==> src/rtl/cordic_angle_feeder.sv <==
// ---------------------------------------------------------------------------
// cordic_angle_feeder
//
// Angle source for the pipelined CORDIC sin/cos core. A phase accumulator
// sweeps from phase_start in steps of phase_step and wraps in [-pi, pi).
// Each phase is folded into the CORDIC convergence range [-pi/2, pi/2]. The
// fold is flagged on cos_neg, and cos_neg is delayed by the core latency so
// the downstream sign-fix stage sees the flag with the matching result.
//
// Ports
//   clock        system clock, rising edge
//   reset        synchronous, active-low
//   ce           clock enable shared with the CORDIC core
//   start        begin a sweep (sampled when ce=1 in IDLE)
//   abort        cancel the sweep; sampled every clock, independent of ce
//   phase_start  signed initial phase (PW bits, FXP_MUL scale)
//   phase_step   signed per-sample increment, |phase_step| <= pi
//   n_samples    number of angles to emit (0 = ignored)
//   angle_out    reduced angle to CORDIC angle_in (signed, W bits)
//   angle_valid  angle_out holds a sweep sample
//   cos_neg      quadrant flag aligned with angle_out
//   cos_neg_dly  cos_neg delayed PIPE_LATENCY ce-cycles
//   busy         sweep or drain in progress
//   done         one-clock pulse when the last result has left the core
// ---------------------------------------------------------------------------
module cordic_angle_feeder #(
  parameter int W            = 12,
  parameter int FXP_MUL      = 1024,
  parameter int PW           = 14,
  parameter int PIPE_LATENCY = 15,
  parameter int CNT_W        = 16
) (
  input  logic             clock,
  input  logic             reset,
  input  logic             ce,
  input  logic             start,
  input  logic             abort,
  input  logic [PW-1:0]    phase_start,
  input  logic [PW-1:0]    phase_step,
  input  logic [CNT_W-1:0] n_samples,
  output logic [W-1:0]     angle_out,
  output logic             angle_valid,
  output logic             cos_neg,
  output logic             cos_neg_dly,
  output logic             busy,
  output logic             done
);

  // round(x * FXP_MUL) with x given to 8 decimals; 64-bit to avoid overflow
  localparam longint PI_L      = (longint'(FXP_MUL) * 314159265 + 50000000) / 100000000;
  localparam longint HALF_PI_L = (longint'(FXP_MUL) * 157079633 + 50000000) / 100000000;
  localparam longint TWO_PI_L  = (longint'(FXP_MUL) * 628318531 + 50000000) / 100000000;

  localparam logic signed [PW:0] PI_FX      = (PW+1)'(PI_L);
  localparam logic signed [PW:0] HALF_PI_FX = (PW+1)'(HALF_PI_L);
  localparam logic signed [PW:0] TWO_PI_FX  = (PW+1)'(TWO_PI_L);

  localparam int DW = $clog2(PIPE_LATENCY + 1);

  typedef enum logic [1:0] {S_IDLE, S_RUN, S_DRAIN} state_t;

  state_t r_state, w_state_next;

  logic [PW-1:0]           r_phase;
  logic [PW-1:0]           r_step;
  logic [CNT_W-1:0]        r_remaining;
  logic [DW-1:0]           r_drain_cnt;
  logic [W-1:0]            r_angle;
  logic                    r_cos_neg;
  logic                    r_valid;
  logic                    r_done;
  logic [PIPE_LATENCY-1:0] r_dly;

  logic w_load, w_emit, w_drain_tick, w_done_set, w_kill;

  // Phase arithmetic is done one bit wider so phase+step cannot overflow.
  logic signed [PW:0] w_start_x, w_start_norm;
  logic signed [PW:0] w_phase_x, w_sum, w_sum_wrap;
  logic signed [PW:0] w_red;
  logic               w_red_neg;

  always_comb begin
    w_start_x = {phase_start[PW-1], phase_start};
    if (w_start_x >= PI_FX)
      w_start_norm = w_start_x - TWO_PI_FX;
    else if (w_start_x < -PI_FX)
      w_start_norm = w_start_x + TWO_PI_FX;
    else
      w_start_norm = w_start_x;

    w_phase_x = {r_phase[PW-1], r_phase};
    w_sum     = w_phase_x + {r_step[PW-1], r_step};
    if (w_sum >= PI_FX)
      w_sum_wrap = w_sum - TWO_PI_FX;
    else if (w_sum < -PI_FX)
      w_sum_wrap = w_sum + TWO_PI_FX;
    else
      w_sum_wrap = w_sum;

    // Fold outer quadrants onto the inner half-plane; cos changes sign there.
    if (w_phase_x > HALF_PI_FX) begin
      w_red     = PI_FX - w_phase_x;
      w_red_neg = 1'b1;
    end else if (w_phase_x < -HALF_PI_FX) begin
      w_red     = -PI_FX - w_phase_x;
      w_red_neg = 1'b1;
    end else begin
      w_red     = w_phase_x;
      w_red_neg = 1'b0;
    end
  end

  // Next-state and control strobes; abort overrides ce outside IDLE.
  always_comb begin
    w_state_next = r_state;
    w_load       = 1'b0;
    w_emit       = 1'b0;
    w_drain_tick = 1'b0;
    w_done_set   = 1'b0;
    w_kill       = 1'b0;
    case (r_state)
      S_IDLE: begin
        if (ce && start && !abort && (n_samples != '0)) begin
          w_load       = 1'b1;
          w_state_next = S_RUN;
        end
      end
      S_RUN: begin
        if (abort) begin
          w_kill       = 1'b1;
          w_state_next = S_IDLE;
        end else if (ce) begin
          w_emit = 1'b1;
          if (r_remaining == CNT_W'(1))
            w_state_next = S_DRAIN;
        end
      end
      S_DRAIN: begin
        if (abort) begin
          w_kill       = 1'b1;
          w_state_next = S_IDLE;
        end else if (ce) begin
          w_drain_tick = 1'b1;
          if (r_drain_cnt == DW'(1)) begin
            w_done_set   = 1'b1;
            w_state_next = S_IDLE;
          end
        end
      end
      default: w_state_next = S_IDLE;
    endcase
  end

  always_ff @(posedge clock) begin
    if (!reset)
      r_state <= S_IDLE;
    else
      r_state <= w_state_next;
  end

  always_ff @(posedge clock) begin
    if (!reset) begin
      r_phase     <= '0;
      r_step      <= '0;
      r_remaining <= '0;
      r_drain_cnt <= '0;
      r_angle     <= '0;
      r_cos_neg   <= 1'b0;
      r_valid     <= 1'b0;
      r_done      <= 1'b0;
    end else begin
      r_done <= w_done_set;
      if (w_load) begin
        r_phase     <= PW'(w_start_norm);
        r_step      <= phase_step;
        r_remaining <= n_samples;
      end
      if (w_emit) begin
        r_angle     <= W'(w_red);
        r_cos_neg   <= w_red_neg;
        r_valid     <= 1'b1;
        r_phase     <= PW'(w_sum_wrap);
        r_remaining <= r_remaining - CNT_W'(1);
        if (r_remaining == CNT_W'(1))
          r_drain_cnt <= DW'(PIPE_LATENCY);
      end
      if (w_drain_tick) begin
        r_valid     <= 1'b0;
        r_drain_cnt <= r_drain_cnt - DW'(1);
      end
      if (w_kill)
        r_valid <= 1'b0;
    end
  end

  // Quadrant-flag delay line: tap 0 takes cos_neg, last tap is the output.
  logic [PIPE_LATENCY-1:0] w_dly_in;

  generate
    if (PIPE_LATENCY == 1) begin : g_dly_one
      assign w_dly_in = r_cos_neg;
    end else begin : g_dly_many
      assign w_dly_in = {r_dly[PIPE_LATENCY-2:0], r_cos_neg};
    end
  endgenerate

  always_ff @(posedge clock) begin
    if (!reset || w_kill)
      r_dly <= '0;
    else if (ce)
      r_dly <= w_dly_in;
  end

  assign angle_out   = r_angle;
  assign angle_valid = r_valid;
  assign cos_neg     = r_cos_neg;
  assign cos_neg_dly = r_dly[PIPE_LATENCY-1];
  assign busy        = (r_state != S_IDLE);
  assign done        = r_done;

endmodule

==> config.mk <==
export PLATFORM = sky130hd
export DESIGN_NAME = cordic_angle_feeder
export DESIGN_NICKNAME = d
export VERILOG_FILES = /design/src/rtl/cordic_angle_feeder.sv
export SDC_FILE = /design/constraint.sdc
export NUM_CORES = 1
export LEC_CHECK = 0
export CAP_MARGIN = 20
export CORE_ASPECT_RATIO = 0.8
export CORE_MARGIN = 3
export CORE_UTILIZATION = 53
export CTS_CLUSTER_DIAMETER = 200
export DETAILED_ROUTE_END_ITERATION = 16
export PLACE_DENSITY_LB_ADDON = 0.15
export SLEW_MARGIN = 15
export SYNTH_ARGS = -nofsm -noshare
export SYNTH_HDL_FRONTEND = slang
export SYNTH_SLANG_ARGS = --single-unit
==> constraint.sdc <==
create_clock -name clock -period 9.06 [get_ports clock]
set_clock_uncertainty 0.1 [all_clocks]
set_input_delay 0.906 -clock clock [delete_from_list [all_inputs] [get_ports clock]]
set_output_delay 0.906 -clock clock [all_outputs]
set_load 0.05 [all_outputs]
# Word-level counts from Yosys, hierarchy flattened
# Cells that the tools add are included.
# Widths: inputs -> output; s select.
dict set report totals {
  regBits 80
  in_bits 49
  output_inout_bits 17
  elab_cells 86
}
dict set report classes {
  add_sub_neg 9
  magnitude_cmp 6
  n_eq_ne 9
  mux 32
  bitwise_logic 3
  reduce_logical 17
}
# cell count
set op_table {}
lappend op_table {{$mux 14} 6}
lappend op_table {{$mux 16} 2}
lappend op_table {{$add 14x14->14 const B} 2}
lappend op_table {{$sub 14x14->14 const B} 2}
lappend op_table {{$mux 12} 2}
lappend op_table {{$sub 11x12->12 const A} 2}
lappend op_table {{$eq 16x1->1 const B} 1}
lappend op_table {{$reduce_bool 16->1} 1}
lappend op_table {{$sub 16x1->16 const B} 1}
lappend op_table {{$add 14x14->15} 1}
lappend op_table {{$ge 15x13->1 const B} 1}
lappend op_table {{$lt 15x13->1 const B} 1}
lappend op_table {{$ge 14x13->1 const B} 1}
lappend op_table {{$gt 14x12->1 const B} 1}
lappend op_table {{$lt 14x12->1 const B} 1}
lappend op_table {{$lt 14x13->1 const B} 1}
lappend op_table {{$mux 2} 7}
lappend op_table {{$mux 4} 3}
lappend op_table {{$ne 3x3->1 const B} 4}
lappend op_table {{$mux 1} 11}
lappend op_table {{$reduce_bool 2->1} 4}
lappend op_table {{$pmux 2 s3} 1}
lappend op_table {{$reduce_and 5->1} 1}
lappend op_table {{$eq 4x1->1 const B} 1}
lappend op_table {{other kinds (13)} 18}

# Longest topological paths before layout
# Gate-level depths: netlist (run 1).
dict set report depth {
  ltp_word 7
  mapped_depth 14
  ltp_nobuf 14
}

# Least setup slack after synthesis (run 1)
# No wires, ideal clock.
dict set report synth_path {
  path_kind {register -> register}
  from {register r_phase[0]}
  to {register r_phase[12]}
  setup_time_ps 73
  arrival_time_ps 3327
  t_required_ps 8887
  path_slack_ps 5560
  path_stages_with_launch 15
  path_cell_list {dfxtp_1 ha_1 inv_1 fa_1 and2b_1 o2111ai_1 a211oi_2 or2_1 buf_2 o311ai_1 a311oi_2 o21ai_4 o32a_1 or3_1 o211ai_2}
}
dict set report synth_between {
  elab_chain_cells 5
  elab_cells_between_ends 8
  classes_between {add/sub (3); order compare (2); mux (3)}
}
# item line
set synth_rtl {}
lappend synth_rtl {{start: declaration} 64} ;# logic [PW-1:0] r_phase;
lappend synth_rtl {{start signal: assignment} 174} ;# r_phase <= PW'(w_start_norm);
lappend synth_rtl {{start signal: assignment} 182} ;# r_phase <= PW'(w_sum_wrap);
lappend synth_rtl {{$add 14x14->15 *} 92} ;# w_sum = w_phase_x + {r_step[PW-1], r_step};
lappend synth_rtl {{$add 14x14->14 / $lt 15x13->1 (equally long branches)} {96, 95}}
lappend synth_rtl {{$mux 14} 95} ;# else if (w_sum < -PI_FX)
lappend synth_rtl {{$mux 14 *} 93} ;# if (w_sum >= PI_FX)
lappend synth_rtl {{$mux 14 *} 178} ;# if (w_emit) begin
# Mark *: on every way between the ends. The rest lies on a longest branch, timed or not.
# A chain may end at the register's enable or synchronous reset.

# Final worst setup path (run 1)
dict set report layout_path {
  from {input ce}
  to {register r_remaining[15]}
}
dict set report layout_between {
  elab_chain_cells 6
  elab_cells_between_ends 10
  classes_between {mux (6); reduce/logical (4)}
}
# item line
set layout_rtl {}
lappend layout_rtl {{start: declaration} 35} ;# input logic ce,
lappend layout_rtl {{$logic_and 1x1->1 (3 in a row)} 123} ;# if (ce && start && !abort && (n_samples != '0)) begin
lappend layout_rtl {{$mux 1} 123}
lappend layout_rtl {{$mux 1} 121} ;# case (r_state)
lappend layout_rtl {{$reduce_bool 2->1 (no line)} --}
lappend layout_rtl {{end signal: assignment} 176} ;# r_remaining <= n_samples;
lappend layout_rtl {{end signal: assignment} 183} ;# r_remaining <= r_remaining - CNT_W'(1);
lappend layout_rtl {{end: declaration} 66} ;# logic [CNT_W-1:0] r_remaining;
# Parallel ways exist; a longest one is shown, timed or not.

==> results of run 1 <==
cell type report:
cell class                      instances  area [sq um]  share of cell area (%)
Timing Repair Buffer                   69           681                    9.94
Sequential cell                        80          1600                    23.4
Clock buffer                           10           239                    3.49
Tap cell                              140           175                    2.56
Inverter                               34           128                    1.86
Clock inverter                          6          50.0                   0.731
Multi-Input combinational cell        598          3970                    58.0
power breakdown:
group          internal [W]  leakage [nW]  switching [W]
Combinational      0.000126          1.80       0.000186
Clock              0.000196         0.136       0.000157
Sequential         0.000369         0.649      0.0000240
Total              0.000691          2.58       0.000367
cell families after synthesis:
family | count (synthesis) | share of synthesized area (%)
flip-flops | 80 | 27.2
AO/OA/AOI/OAI | 241 | 29.7
multiplexers | 19 | 3.25
XOR/XNOR | 39 | 6.12
adder cells (fa/ha/maj) | 35 | 7.56
buffers and inverters | 81 | 5.40
AND/OR/NAND/NOR | 264 | 20.8
layer usage:
layer | vias to the layer above | GRT usage (%) | part of all wire (%)
met5 | - | 0 | 0
met4 | 0 | 6.21 | 1.6
met3 | 34 | 5.07 | 8.0
met2 | 222 | 37.5 | 42
met1 | 2700 | 40.0 | 49
li1 | 2836 | - | -
flip-flops by register name, indices dropped and copies added (netlist names):
name	cells
r_remaining	16
angle_out	12
r_dly	15
cos_neg	1
r_drain_cnt	4
done	1
r_phase	14
r_state	2
angle_valid	1
r_step	14
layout by cell type, fill, tap and decap left out, types with 4 or more instances in the layout:
master,synthesis,final
nand2_1,96,96
dfxtp_1,80,80
a21oi_1,68,68
nor2_1,66,65
clkdlybuf4s50_1,0,65
o21ai_0,34,34
ha_1,34,34
inv_1,33,33
nor3_1,23,23
xnor2_1,22,22
nand3_1,18,18
mux2i_1,18,18
xor2_1,16,16
o22ai_1,16,16
a21boi_0,16,15
a211oi_1,13,13
or3_1,11,11
clkbuf_16,0,9
a31oi_1,8,8
nor4_1,6,6
or2_2,6,6
nand2b_1,6,6
nand4_1,5,5
o31ai_1,5,5
nor2b_1,4,4
o311ai_0,4,4
and3_1,4,4
a21o_1,4,4
o32ai_1,4,4
buf_4,0,4
through the flow:
step                utilization [%]  total power [W]  hold slack [ns]
CTS                            65.0          0.00106            0.358
global placement               62.3         0.000697            0.341
finish                         65.0          0.00106            0.359
detailed placement             62.3         0.000704            0.349
floorplan                         -         0.000619            0.338
global route                   65.0          0.00111            0.376
worst paths after layout:
| kind | from | to | cells past startpoint |
|---|---|---|---|
| setup / recovery | ce | r_remaining[15]$_SDFFE_PN0P_ | 8 |
| hold / removal | angle_out[3]$_SDFFE_PN0P_ | angle_out[3]$_SDFFE_PN0P_ | 2 |
| setup reg to reg | r_phase[4]$_SDFFE_PN0P_ | r_phase[7]$_SDFFE_PN0P_ | 10 |
| hold reg to reg | angle_out[3]$_SDFFE_PN0P_ | angle_out[3]$_SDFFE_PN0P_ | 2 |
worst max-delay path, cell delays in order:
cell and delay [ns]:
clkdlybuf4s50_1 1.15, nand2_1 0.72, nor3b_1 0.65, nand2b_1 0.20, or2_2 0.34, nor2_1 0.14, nor3_1 0.06, a2111oi_0 0.39
==> impl_metrics.csv, run 1 <==
group,metric,value,unit
synthesis,synth_edf_count,0,
grt,grt.total_usage,26.1,%
sta,maxSlewViolCount,0,
grt,grt_pass1_wl,26.0,mm
clock_tree,clock-sinks,80,
clock_tree,cts_setup_buffers,0,
routing,via_per_inst,6.18,
placed_design,port_buffers,65,
grt,antenna_found_initial,0,
placed_design,dp_hpwl,11.8,mm
grt,grt_max_degree,45,
power_and_ir_drop,powerDensity,154,mW/mm^2
synthesis,synthTopCellsByCount,"nand2_1, dfxtp_1, a21oi_1",
flow_run,maxCapViolations,0,
synthesis,netlist_area,0.00589,sq mm
clock_tree,cts_resized,0,
synthesis,synth_warnings,0,
hold_path,hp-class,"flop to flop",
sta,period_minus_slack,4.45,ns
synthesis,ys_types,89,
layout,layout.nets,876,
routing,wire_per_inst,17.1,um
critical_path,worstPathRequired,9.19,ns
placed_design,dp_worst_setup_slack,4.37,ns
sta,worstMarginPinSlew,1.09,ns
synthesis,synthesis.nets,843,
clock_tree,htreeDepth,3,
critical_path,crit_fanout,22,
synthesis,async_flop_share,0,%
layout,fin_area,0.00685,sq mm
synthesis,synth_largest_area_cell,"dfxtp_1",
power_and_ir_drop,p_leak,2.58,nW
sta,fin_tns_setup,0,ns
floorplan,num_io_pins,66,
routing,via_count,5792,
sta,hold_viol_final,0,
sta,slew_headroom,27.0,%
run_status,status,"completed",
synthesis,syn_avg_cell_area,7.76,sq um
clock_tree,clk_pin_slew,0.07,ns
routing,drc,0,
layout,drive_above_1_share,6.90,%
critical_path,cp_data_arrival_time,4.57,ns
sta,finalCritPeriodShare,49.1,%
clock_tree,cts_hold_buf,0,
synthesis,synthCells,759,
layout,area_delta_synth_final,16.3,%
grt,first_global_vias,5189,
synthesis,yosys.area.top_type_share,27.2,%
floorplan,dieWidth,124,um
placed_design,dpl_cell_area,0.00656,sq mm
synthesis,synth_most_common_cell,"nand2_1",
critical_path,cp-end-kind,"flop",
floorplan,dieArea,0.0124,sq mm
sta,setup_viol,0,
floorplan,core_area,0.0105,sq mm
sta,grt_setup_unrepaired,"false",
clock_tree,clk_latency,0.34,ns
floorplan,std_cell_rows,33,
floorplan,start_util,55.9,%
layout,antenna_cells,0,
synthesis,synth_ff_type,"dfxtp_1",
clock_tree,cts_tree,"done",
synthesis,ys_seq_area_share,27.2,%
clock_tree,cts_made_buffers,9,
placed_design,gp_congestion,0.894,
routing,first_pass_iters,5,
grt,gr-total-overflow,0,
placed_design,dp.cells,921,
routing,routed_wl,16.0,mm
clock_tree,cts-root-buf,"clkbuf_16",
routing,drtAntennaViolNets,0,
layout,final_cell_count_no_fill,937,
layout,fillers,937,
power_and_ir_drop,vdd_ir_drop_max,0.0904,mV
sta,clock.fmax,225,MHz
synthesis,synthTopCellsByArea,"dfxtp_1, ha_1, nand2_1",
critical_path,start_kind,"primary input",
synthesis,ys_ff_latch,80,
sta,finalWorstSetupSlack,4.61,ns
critical_path,reg2reg_slack,4.95,ns
floorplan,die_y,100,um
routing,first_iter_violations,588,
critical_path,crit_type,"primary input to flop",
clock_tree,cts_buffer_depth,2,
(Power assumes the default switching activity.)
==> inputs of run 2 (changes only) <==
clock period = 4.3 ns   (was 9.06 ns; I/O delays follow)
==> impl_metrics.csv, run 2 (synthesized netlist as in run 1, its figures left out) <==
group,metric,value,unit
clock_tree,clk_pin_slew,0.06,ns
sta,worstMarginPinSlew,0.987,ns
clock_tree,cts_made_buffers,9,
layout,antenna_cells,0,
clock_tree,clk_latency,0.34,ns
sta,finalCritPeriodShare,91.4,%
sta,fin_tns_setup,0,ns
routing,drc,0,
clock_tree,cts_buffer_depth,2,
placed_design,port_buffers,65,
grt,antenna_found_initial,0,
clock_tree,cts-root-buf,"clkbuf_16",
hold_path,hp-class,"flop to flop",
sta,maxSlewViolCount,0,
routing,first_iter_violations,658,
floorplan,die_y,100,um
critical_path,cp-end-kind,"flop",
power_and_ir_drop,powerDensity,338,mW/mm^2
floorplan,num_io_pins,66,
layout,utilization,66.0,%
critical_path,start_kind,"flop",
power_and_ir_drop,p_leak,2.65,nW
sta,period_minus_slack,3.93,ns
flow_run,maxCapViolations,0,
critical_path,worstPathRequired,4.47,ns
critical_path,reg2reg_slack,0.37,ns
layout,layout.nets,884,
layout,drive_above_1_share,7.83,%
clock_tree,htreeDepth,3,
layout,layout_common_cells,"nand2_1, dfxtp_1, a21oi_1, nor2_1, clkdlybuf4s50_1",
layout,fillers,899,
sta,slew_headroom,34.2,%
hold_path,hold_start,"angle_out[6]$_SDFFE_PN0P_",
grt,gr-total-overflow,0,
placed_design,gp_congestion,0.933,
layout,area_delta_synth_final,18.1,%
routing,via_per_inst,6.20,
floorplan,std_cell_rows,33,
critical_path,cp_data_arrival_time,4.10,ns
sta,hold_viol_final,0,
layout,top_register,"r_remaining",
floorplan,dieWidth,124,um
floorplan,start_util,55.9,%
sta,grt_setup_unrepaired,"false",
hold_path,hold_path_end,"angle_out[6]$_SDFFE_PN0P_",
clock_tree,cts_tree,"done",
layout,largest_reg_flops,16,
floorplan,core_area,0.0105,sq mm
critical_path,crit_type,"flop to flop",
layout,fin_area,0.00695,sq mm
routing,via_count,5862,
clock_tree,clock-sinks,80,
floorplan,dieArea,0.0124,sq mm
placed_design,dp_hpwl,12.4,mm
placed_design,dpl_cell_area,0.00662,sq mm
routing,first_pass_iters,6,
grt,first_global_vias,5500,
critical_path,r2r_end,"r_phase[12]$_SDFFE_PN0P_",
layout,final_cell_count_no_fill,945,
critical_path,r2r_start,"r_phase[0]$_SDFFE_PN0P_",
routing,drtAntennaViolNets,0,
sta,setup_viol,0,
power_and_ir_drop,vdd_ir_drop_max,0.200,mV
run_status,status,"completed",
layout,mostFrequentLayoutCell,"nand2_1",
clock_tree,cts_setup_buffers,0,
routing,routed_wl,16.5,mm
clock_tree,cts_hold_buf,0,
grt,grt_pass1_wl,27.0,mm
layout,reg.largest.list,"r_remaining: 16 flops, r_dly: 15 flops",
critical_path,r2r_cells,13,
critical_path,crit_fanout,10,
clock_tree,cts_resized,0,
sta,clock.fmax,254,MHz
grt,grt_max_degree,36,
hold_path,hold_path_depth,2,
placed_design,dp.cells,929,
routing,wire_per_inst,17.5,um
grt,grt.total_usage,27.3,%
[run 2: cell count changes in the layout (fill, tap and decap cells not counted), sizes merged]
cell / before / now
inv: 35 / 36
clkinv: 3 / 2
buf: 4 / 12
clkbuf: 10 / 9
bufinv: 0 / 2
clkinvlp: 2 / 1
[run 2: report_power, final]
part / total [W] / leakage, nW / switching, W / internal (W)
clock: 0.000855 / 0.160 / 0.000335 / 0.000520
sequential: 0.000823 / 0.649 / 0.0000455 / 0.000777
combinational: 0.000675 / 1.84 / 0.000402 / 0.000273
total: 0.00235 / 2.65 / 0.000782 / 0.00157
[run 2: worst max path at each step]
stage	end	cells after the start	from	slack (ns)
4_1_cts	r_phase[12]$_SDFFE_PN0P_	13	r_phase[0]$_SDFFE_PN0P_	0.38
3_3_place_gp	r_phase[12]$_SDFFE_PN0P_	13	r_phase[0]$_SDFFE_PN0P_	0.51
6_report	r_phase[12]$_SDFFE_PN0P_	13	r_phase[0]$_SDFFE_PN0P_	0.37
5_1_grt	r_phase[12]$_SDFFE_PN0P_	13	r_phase[0]$_SDFFE_PN0P_	0.07
2_1_floorplan	r_phase[12]$_SDFFE_PN0P_	14	r_phase[0]$_SDFFE_PN0P_	0.80
3_5_place_dp	r_phase[12]$_SDFFE_PN0P_	13	r_phase[0]$_SDFFE_PN0P_	0.41
[run 2: final cells by class]
cell class,instances,area (sq um),area share [%]
flip-flops and latches,80,1600,23.0
clock buffers,9,225,3.24
repair buffers,77,741,10.7
clock inverters,7,110,1.58
well taps,140,175,2.52
inverters,34,128,1.84
multi-input cells,598,3970,57.1
[run 2: layer usage]
| layer | track usage, % | vias up | wire length, um |
|---|---|---|---|
| met5 | 0 | - | 0 |
| met4 | 7.57 | 0 | 267 |
| met3 | 5.69 | 24 | 1330 |
| met2 | 39.5 | 257 | 6830 |
| met1 | 40.7 | 2722 | 8100 |
| li1 | - | 2859 | - |
[run 2: metrics by stage]
| stage | hold WS, ns | total power (W) | worst slack [ns] |
|---|---|---|---|
| finish | 0.353 | 0.00235 | 0.370 |
| global route | 0.375 | 0.00247 | 0.0712 |
| CTS | 0.356 | 0.00235 | 0.382 |
| detailed placement | 0.348 | 0.00150 | 0.411 |
| global placement | 0.339 | 0.00149 | 0.508 |
| floorplan | 0.338 | 0.00131 | 0.800 |
[run 2: worst max-delay path, cell delays in order, from the launching register on]
cell	delay (ns)
dfxtp_1	0.40
ha_1	0.20
inv_1	0.06
fa_1	0.39
and2b_1	0.25
o2111ai_1	0.21
a211oi_2	0.40
or2_1	0.29
o311ai_1	0.14
a311oi_2	0.40
o21ai_4	0.17
o32a_1	0.41
or3_1	0.37
o211ai_2	0.07
==> inputs of run 3 (changes only) <==
GPL_TIMING_DRIVEN = 0   (was unset)
==> impl_metrics.csv, run 3 (synthesized netlist as in run 1, its figures left out) <==
group,metric,value,unit
run_status,status,"completed",
sta,clock.fmax,245,MHz
power_and_ir_drop,powerDensity,338,mW/mm^2
critical_path,start_kind,"flop",
hold_path,hp-class,"flop to flop",
placed_design,dpl_cell_area,0.00665,sq mm
clock_tree,cts_buffer_depth,2,
placed_design,port_buffers,59,
placed_design,dp_hpwl,13.0,mm
critical_path,reg2reg_slack,0.22,ns
sta,hold_viol_final,0,
floorplan,start_util,55.9,%
critical_path,cp.depth,13,
routing,wire_per_inst,17.4,um
critical_path,crit_chain,"ha_1 -> buf_6 -> a21o_4 -> a21oi_1 -> a211oi_2 -> or2_1 -> buf_2 -> nor4b_1 -> a311oi_2 -> o21ai_4 -> o32ai_1 -> xor2_1 -> a221oi_1",
hold_path,hold_path_end,"angle_out[9]$_SDFFE_PN0P_",
hold_path,hold_path_depth,2,
clock_tree,clk_latency,0.35,ns
layout,layout.nets,917,
sta,period_minus_slack,4.08,ns
grt,grt.total_usage,28.1,%
hold_path,hold_start,"angle_out[9]$_SDFFE_PN0P_",
layout,top_register,"r_remaining",
critical_path,r2r_start,"r_phase[4]$_SDFFE_PN0P_",
clock_tree,cts_made_buffers,9,
flow_run,maxCapViolations,0,
clock_tree,clk_pin_slew,0.06,ns
routing,drc,0,
sta,slew_headroom,41.2,%
sta,setup_viol,0,
clock_tree,cts_setup_buffers,0,
placed_design,gp_congestion,0.946,
floorplan,die_y,100,um
power_and_ir_drop,vdd_ir_drop_max,0.193,mV
critical_path,critical_path_buf_inv_count,2,
power_and_ir_drop,p_leak,2.67,nW
layout,antenna_cells,0,
routing,first_iter_violations,689,
grt,grt_max_degree,17,
floorplan,std_cell_rows,33,
grt,gr-total-overflow,0,
grt,first_global_vias,5518,
sta,grt_setup_unrepaired,"false",
critical_path,crit_family,"compound AO/OA/AOI/OAI gates",
critical_path,crit_type,"flop to flop",
clock_tree,htreeDepth,3,
critical_path,r2r_cells,13,
layout,fin_area,0.00701,sq mm
sta,finalCritPeriodShare,94.9,%
clock_tree,cts-root-buf,"clkbuf_16",
layout,layout_common_cells,"nand2_1, dfxtp_1, a21oi_1, nor2_1, clkdlybuf4s50_1",
clock_tree,cts_resized,0,
critical_path,r2r_end,"r_phase[7]$_SDFFE_PN0P_",
grt,grt_pass1_wl,27.5,mm
layout,reg.largest.list,"r_remaining: 16 flops, r_dly: 15 flops",
routing,via_count,6007,
sta,fin_tns_setup,0,ns
layout,largest_reg_flops,16,
floorplan,dieWidth,124,um
critical_path,worstPathRequired,4.44,ns
critical_path,crit_fanout,10,
critical_path,slowest_stage,"dfxtp_1",
floorplan,core_area,0.0105,sq mm
layout,area_delta_synth_final,19.1,%
sta,worstMarginPinSlew,0.875,ns
critical_path,cp_data_arrival_time,4.22,ns
clock_tree,clock-sinks,80,
routing,routed_wl,17.0,mm
grt,antenna_found_initial,0,
layout,final_cell_count_no_fill,978,
floorplan,num_io_pins,66,
floorplan,dieArea,0.0124,sq mm
sta,maxSlewViolCount,0,
layout,mostFrequentLayoutCell,"nand2_1",
clock_tree,cts_hold_buf,0,
placed_design,dp.cells,958,
clock_tree,cts_tree,"done",
routing,first_pass_iters,6,
layout,drive_above_1_share,7.16,%
critical_path,max_stage_delay,0.57,ns
routing,via_per_inst,6.14,
routing,drtAntennaViolNets,0,
critical_path,cp-end-kind,"flop",
[run 3: worst max path at each step]
stage | from | endpoint | slack [ns]
global placement | r_phase[0]$_SDFFE_PN0P_ | r_phase[12]$_SDFFE_PN0P_ | 0.40
floorplan | r_phase[0]$_SDFFE_PN0P_ | r_phase[12]$_SDFFE_PN0P_ | 0.80
finish | r_phase[4]$_SDFFE_PN0P_ | r_phase[7]$_SDFFE_PN0P_ | 0.22
CTS | r_phase[1]$_SDFFE_PN0P_ | r_phase[12]$_SDFFE_PN0P_ | 0.29
global route | r_phase[0]$_SDFFE_PN0P_ | r_phase[12]$_SDFFE_PN0P_ | 0.05
detailed placement | r_phase[0]$_SDFFE_PN0P_ | r_phase[12]$_SDFFE_PN0P_ | 0.32
[run 3: area by class of cell]
| type | instances | area (sq um) |
|---|---|---|
| inverter | 34 | 128 |
| clock inverter | 7 | 104 |
| tap | 140 | 175 |
| sequential | 80 | 1600 |
| timing repair buffer | 63 | 621 |
| fill | 909 | 3520 |
| clock buffer | 9 | 225 |
| buffer | 47 | 190 |
| multi-input combinational | 598 | 3970 |
[run 3: report_power, final]
group	switching (W)	internal, W
logic	0.000410	0.000278
registers	0.0000466	0.000777
clock network	0.000340	0.000519
[run 3: worst min-delay path: stages (launching register included)]
cell and delay, ns:
dfxtp_1 0.31, nand2_1 0.05, a21oi_1 0.05
[run 3: routing by layer]
metal  global-route usage, %  part of all wire [%]  up-vias
met4                    6.04                   1.3        0
li1                        -                     -     2920
met1                    42.3                    49     2816
met2                    42.3                    43      245
met5                       0                     0        -
met3                    4.51                   7.5       26
[run 3: through the flow]
stage               worst slack, ns  total power (W)  util [%]  hold WS (ns)
detailed placement            0.316          0.00150      63.2         0.346
finish                        0.221          0.00237      66.6         0.351
CTS                           0.289          0.00235      66.3         0.354
global route                 0.0485          0.00247      66.6         0.377
global placement              0.397          0.00148      63.2         0.342
floorplan                     0.800          0.00131         -         0.338
